**config.mk**
```make
export PLATFORM = sky130hd
export DESIGN_NAME = picosoc_sram_ctrl_flat
export DESIGN_NICKNAME = d
export VERILOG_FILES = /design/src/rtl/picosoc_sram_ctrl_if.sv /design/src/rtl/picosoc_sram_ctrl.sv /design/src/flat_wrapper.sv
export SDC_FILE = /design/constraint.sdc
export NUM_CORES = 1
export LEC_CHECK = 0
export BUFFER_PORTS_ARGS = -buffer_cell sky130_fd_sc_hd__clkbuf_2
export CAP_MARGIN = 15
export CORE_UTILIZATION = 43
export CTS_CLUSTER_DIAMETER = 30
export DETAILED_ROUTE_END_ITERATION = 12
export PLACE_DENSITY = 0.75
export SLEW_MARGIN = 20
export SYNTH_ARGS = -nofsm -noshare
export SYNTH_HDL_FRONTEND = slang
export SYNTH_SLANG_ARGS = --single-unit
```
**constraint.sdc**
```tcl
create_clock -name clk -period 1.6 [get_ports clk]
set_input_delay 0.24 -clock clk [delete_from_list [all_inputs] [get_ports clk]]
set_output_delay 0.24 -clock clk [all_outputs]
set_load 0.01 [all_outputs]
```
**src/rtl/picosoc_sram_ctrl_if.sv**
```systemverilog
// PicoSoC native memory bus (picorv32 mem_* handshake).
// master: CPU / address decoder side, drives the request.
// slave : memory controller side, returns mem_ready and mem_rdata.
//   mem_valid  request, held until mem_ready is sampled high
//   mem_ready  one-cycle completion pulse
//   mem_addr   byte address
//   mem_wdata  write data
//   mem_wstrb  byte strobes, 4'h0 = read
//   mem_rdata  read data, valid while mem_ready = 1
interface picosoc_sram_ctrl_if;
  logic        mem_valid;
  logic        mem_ready;
  logic [31:0] mem_addr;
  logic [31:0] mem_wdata;
  logic [3:0]  mem_wstrb;
  logic [31:0] mem_rdata;

  modport master (
    output mem_valid,
    output mem_addr,
    output mem_wdata,
    output mem_wstrb,
    input  mem_ready,
    input  mem_rdata
  );

  modport slave (
    input  mem_valid,
    input  mem_addr,
    input  mem_wdata,
    input  mem_wstrb,
    output mem_ready,
    output mem_rdata
  );
endinterface

```
**src/rtl/picosoc_sram_ctrl.sv**
```systemverilog
// Bus-side initiator for a 512x32 byte-writable SRAM macro.
// Turns mem_valid/mem_ready transactions into registered active-low
// chip-enable / byte-write-enable cycles and returns read data. With
// CLEAR_ON_RESET = 1 all 512 words are zero-filled before requests are taken.
// Ports:
//   clk, resetn   clock, asynchronous active-low reset
//   bus           native memory bus (slave side)
//   sram_cen      active-low chip enable
//   sram_wen      active-low per-byte write enables
//   sram_a        word address
//   sram_d        write data
//   sram_q        read data, valid the cycle after a read edge
//   init_done     high once requests are accepted
module picosoc_sram_ctrl #(
  parameter bit CLEAR_ON_RESET = 1'b1
) (
  input  logic                      clk,
  input  logic                      resetn,
  picosoc_sram_ctrl_if.slave        bus,
  output logic                      sram_cen,
  output logic [3:0]                sram_wen,
  output logic [8:0]                sram_a,
  output logic [31:0]               sram_d,
  input  logic [31:0]               sram_q,
  output logic                      init_done
);

  typedef enum logic [2:0] {StClear, StIdle, StAcc, StRcap, StDone} state_e;

  localparam state_e ResetState = CLEAR_ON_RESET ? StClear : StIdle;

  state_e      state_q, state_d;
  logic [8:0]  k_q, k_d;
  logic        mem_ready_q, mem_ready_d;
  logic [31:0] mem_rdata_q, mem_rdata_d;
  logic        sram_cen_q, sram_cen_d;
  logic [3:0]  sram_wen_q, sram_wen_d;
  logic [8:0]  sram_a_q, sram_a_d;
  logic [31:0] sram_d_q, sram_d_d;
  logic        init_done_q, init_done_d;

  // Word 511 has been presented to the macro; it is written on this edge.
  logic clear_last;
  assign clear_last = !sram_cen_q && (sram_a_q == 9'h1FF);

  // Upstream decoding owns the remaining address bits.
  logic unused_addr;
  assign unused_addr = ^{bus.mem_addr[31:11], bus.mem_addr[1:0]};

  // State register
  always_ff @(posedge clk or negedge resetn) begin
    if (!resetn) begin
      state_q     <= ResetState;
      k_q         <= 9'd0;
      mem_ready_q <= 1'b0;
      mem_rdata_q <= 32'd0;
      sram_cen_q  <= 1'b1;
      sram_wen_q  <= 4'hF;
      sram_a_q    <= 9'd0;
      sram_d_q    <= 32'd0;
      init_done_q <= 1'b0;
    end else begin
      state_q     <= state_d;
      k_q         <= k_d;
      mem_ready_q <= mem_ready_d;
      mem_rdata_q <= mem_rdata_d;
      sram_cen_q  <= sram_cen_d;
      sram_wen_q  <= sram_wen_d;
      sram_a_q    <= sram_a_d;
      sram_d_q    <= sram_d_d;
      init_done_q <= init_done_d;
    end
  end

  // Next-state logic
  always_comb begin
    state_d = state_q;
    unique case (state_q)
      StClear: if (clear_last) state_d = StIdle;
      StIdle:  if (bus.mem_valid) state_d = StAcc;
      StAcc:   state_d = (sram_wen_q != 4'hF) ? StDone : StRcap;
      StRcap:  state_d = StDone;
      StDone:  state_d = StIdle;
      default: state_d = StIdle;
    endcase
  end

  // Registered output values
  always_comb begin
    k_d         = k_q;
    mem_ready_d = 1'b0;
    mem_rdata_d = mem_rdata_q;
    sram_cen_d  = 1'b1;
    sram_wen_d  = 4'hF;
    sram_a_d    = sram_a_q;
    sram_d_d    = sram_d_q;
    init_done_d = init_done_q;
    unique case (state_q)
      StClear: begin
        if (clear_last) begin
          init_done_d = 1'b1;
        end else begin
          sram_cen_d = 1'b0;
          sram_wen_d = 4'h0;
          sram_a_d   = k_q;
          sram_d_d   = 32'd0;
          k_d        = k_q + 9'd1;
        end
      end
      StIdle: begin
        init_done_d = 1'b1;
        if (bus.mem_valid) begin
          sram_cen_d = 1'b0;
          sram_a_d   = bus.mem_addr[10:2];
          sram_d_d   = bus.mem_wdata;
          sram_wen_d = ~bus.mem_wstrb;
        end
      end
      StAcc: begin
        // Writes complete here; reads wait one more cycle for sram_q.
        if (sram_wen_q != 4'hF) mem_ready_d = 1'b1;
      end
      StRcap: begin
        mem_rdata_d = sram_q;
        mem_ready_d = 1'b1;
      end
      StDone: begin
      end
      default: begin
      end
    endcase
  end

  assign bus.mem_ready = mem_ready_q;
  assign bus.mem_rdata = mem_rdata_q;
  assign sram_cen      = sram_cen_q;
  assign sram_wen      = sram_wen_q;
  assign sram_a        = sram_a_q;
  assign sram_d        = sram_d_q;
  assign init_done     = init_done_q;

endmodule

```
**src/flat_wrapper.sv**
```systemverilog
// flat-port wrapper written by rule: the top's interface ports become plain ports
module picosoc_sram_ctrl_flat 
#(
  parameter bit CLEAR_ON_RESET = 1'b1
)
  (clk, resetn, sram_cen, sram_wen, sram_a, sram_d, sram_q, init_done, bus_mem_valid, bus_mem_addr, bus_mem_wdata, bus_mem_wstrb, bus_mem_ready, bus_mem_rdata);
  picosoc_sram_ctrl_if bus_i ();
  input  logic clk;
  input  logic resetn;
  output logic sram_cen;
  output logic [3:0] sram_wen;
  output logic [8:0] sram_a;
  output logic [31:0] sram_d;
  input  logic [31:0] sram_q;
  output logic init_done;
  input wire logic [$bits(bus_i.mem_valid)-1:0] bus_mem_valid;
  input wire logic [$bits(bus_i.mem_addr)-1:0] bus_mem_addr;
  input wire logic [$bits(bus_i.mem_wdata)-1:0] bus_mem_wdata;
  input wire logic [$bits(bus_i.mem_wstrb)-1:0] bus_mem_wstrb;
  output wire logic [$bits(bus_i.mem_ready)-1:0] bus_mem_ready;
  output wire logic [$bits(bus_i.mem_rdata)-1:0] bus_mem_rdata;
  assign bus_i.mem_valid = bus_mem_valid;
  assign bus_i.mem_addr = bus_mem_addr;
  assign bus_i.mem_wdata = bus_mem_wdata;
  assign bus_i.mem_wstrb = bus_mem_wstrb;
  assign bus_mem_ready = bus_i.mem_ready;
  assign bus_mem_rdata = bus_i.mem_rdata;
  picosoc_sram_ctrl #(.CLEAR_ON_RESET(CLEAR_ON_RESET)) u_core (.clk(clk), .resetn(resetn), .bus(bus_i), .sram_cen(sram_cen), .sram_wen(sram_wen), .sram_a(sram_a), .sram_d(sram_d), .sram_q(sram_q), .init_done(init_done));
endmodule
```
==> impl_results.md <==
* Crit-path max FO at 16
* Final setup vio count at 0
* RD Place Congestion at ~0.76
* Layout cells sized above 1 at 50.0%
* Yosys Warn Count at 0
* Final Hold Violating Endpoints at 0
* CTS buffer count at 9
* Root Buffer: clkbuf_8
* Fin worst setup slack at approximately 0.016 ns
* Initial antenna violation count at 0
* Asr flop ratio synth at 100%
* Post-synth EDFFs at 0
* Final worst path period share at 99.0%
* CP Launch Type: flip-flop
* FP Rows at 35
* GR Util All Layers at roughly a fifth
* Crit end category: flip-flop
* Inserted Diodes at 0
* Hold Path Class: in2reg
* Final ANT Viol Nets at 0
* # DRC at 0
* DP Area at a little over 5000 um2
* Sequential area share after synthesis at 56.3%
* Ys flop type: dfrtp_1
* Die ar. at just under 10000 um2
* Number of global-route vias before repair at 3098
* Worst hold slack at 0.109 ns
* Die Y at about 100 um
* I/O pin count at 183
* H-Tree Depth at 3
* RSZ-0062 raised after global routing: true
* GRT overflow at 0
* Final core utilization at 58.2%
* WS Path Type: reg2reg
* Syn Std Cell Area at 4100 um2
* Filler Cells Inserted at 821
* Largest net degree at the start of global routing at 44
* Worst Path Required at around 1.9 ns
* Finished Layout Cells at 635
* Finished layout cell area at 5370 um2
* FF+latch area at 2310 um2
* F_max at ~0.63 GHz
* P&R area growth vs syn at 31.0%
* Max-slew violations at 0
* Placed insts at roughly 600
* Clock Latency Late Sink at approximately 0.36 ns
* Starting utilization of the core area at 44.4%
* TNS Setup at 0 ns
* Mean Syn Cell Area at 12.4 um2
* Post-layout net count at 605
* Core Box Area at 9240 um2
* Die W at 99.7 um
* Global-route wire length before repair at 15200 um
* Routed WL at 9540 um
* PortBufs at 159
* Drt pass-1 iters at 4
* Synth unique cells at 40
* Syn_nets at 435
* Multi-input gate area at 1650 um2
* Minimum clock period at 1.58 ns
* Wirelength per Cell at 15.0 um
* Pwr/cell area at 1830 nW/um2
* Leak pwr at 2.74 nW
* Status: finished, final reports clean
* Mapped Cells at 331
* Max VDD drop at 1.02 mV
* Placed wire-length estimate at 7070 um
* CTS Sinks at 92
* Slew of the pin with the lowest slew margin at 0.361 ns
* Worst-path clk slew at 0.10 ns
* Worst path arrival time at 1.87 ns
* Max-cap violations at 0
* Via/cell ratio at 5.11
* Slew margin rel. at around 76%
* Synth Register Bits at 92
* Total chip power at 9.83 mW
* Iteration-0 DRC Markers at 118
* Clk_skew at 0.0144 ns
* Via count at 3242
* CTS tree: done
* DP Worst Slack at around 0.036 ns
* Clock tree buffer depth at 2
[state kept, by name, summed over array words and instances, names as in the netlist]
name,cells
u_core.bus.mem_rdata,32
u_core.sram_d,32
u_core.k_q,9
u_core.sram_a,9
u_core.sram_wen,4
u_core.state_q,3
u_core.bus.mem_ready,1
u_core.init_done,1
u_core.sram_cen,1
[worst paths after layout]
check | slack, ns | depth (start not counted) | startpoint | endpoint
hold / removal | 0.11 | 2 | sram_q[12] | u_core.bus.mem_rdata[12]
hold reg to reg | 0.48 | 1 | u_core.k_q[8] | u_core.k_q[8]
min in group asynchronous | 0.28 | 2 | resetn | u_core.sram_d[23]
max in group asynchronous | 0.73 | 3 | resetn | u_core.sram_cen
setup / recovery | 0.02 | 5 | u_core.sram_cen | u_core.sram_d[12]
setup reg to reg | 0.02 | 5 | u_core.sram_cen | u_core.sram_d[12]
[cells in the mapped netlist (all sizes together) (2+ instances only)]
cell type	count	area [um2]
clkbuf	12	45.0
a21oi	6	63.8
buf	14	100
and3	5	31.3
a31oi	5	31.3
xor2	6	52.6
nor2	17	73.8
o21ai	4	20.0
nor3b	2	15.0
mux2	33	372
nor3	4	20.0
dfstp	5	131
o2bb2ai	32	280
nand3	3	15.0
a22o	32	280
xnor2	2	17.5
nand2	37	146
nand4	2	12.5
dfrtp	87	2180
inv	3	11.3
mux2i	9	90.1
[metal layers]
metal / vias to the layer above / part of all wire, % / track usage, %
met1: 1577 / 45 / 26.2
li1: 1542 / - / -
met2: 112 / 49 / 32.3
met4: 0 / 1.4 / 7.24
met3: 11 / 5.1 / 3.02
met5: - / 0 / 0
[layout make-up]
class                           instances  share of cell area (%)
Sequential cell                        92                    43.0
Multi-Input combinational cell        209                    30.7
Timing Repair Buffer                  185                    19.2
Tap cell                              129                    3.00
Clock buffer                           10                    2.56
Clock inverter                          6                    1.30
Inverter                                4                   0.279
[timing repair]
action,4_1_cts,5_1_grt
hold buffers,1,0
setup buffers,1,1
pin swaps,1,3
resized for setup,0,3
endpoints found under the hold margin,15,0
setup endpoints to repair,1,28
[cell families after synthesis]
| logic type | after synthesis | synth area share [%] |
|---|---|---|
| flip-flops | 92 | 56.3 |
| adder cells (fa/ha/maj) | 1 | 0.305 |
| AND/OR/NAND/NOR | 77 | 9.51 |
| AO/OA/AOI/OAI | 81 | 17.0 |
| buffers and inverters | 30 | 3.90 |
| multiplexers | 42 | 11.3 |
| XOR/XNOR | 8 | 1.71 |
[critical path, stage by stage (launching register included)]
cell and delay [ns]:
dfstp_2 0.38, nand4b_4 0.18, or4_4 0.54, nand2_4 0.12
buf_12 0.15, a22o_1 0.15
[report_power, final]
part,internal [mW],leakage [nW],switching (mW),total [mW]
Combinational,2.02,1.49,2.18,4.21
Clock,0.782,0.108,0.835,1.62
Sequential,3.32,1.14,0.682,4.01
[cells in the final DEF, fill, tap and decap left out, drive strengths merged]
cell,count
xor2,6
a31oi,5
o2bb2ai,32
and3,5
clkbuf,168
or2,1
o311ai,1
nand4b,1
a22o,32
nand3,3
mux2i,9
dfrtp,87
bufinv,1
clkinv,3
nand2,37
o21ai,4
o21bai,1
nand3b,1
or4,1
nand2b,1
nor2,17
inv,6
nand4,2
and2,1
ha,1
nor4,1
dlygate4sd3,1
nor3b,2
nor3,4
a21oi,6
dfstp,5
xnor2,2
mux2,33
buf,26
No activity file was read; power rests on OpenSTA's default activity.
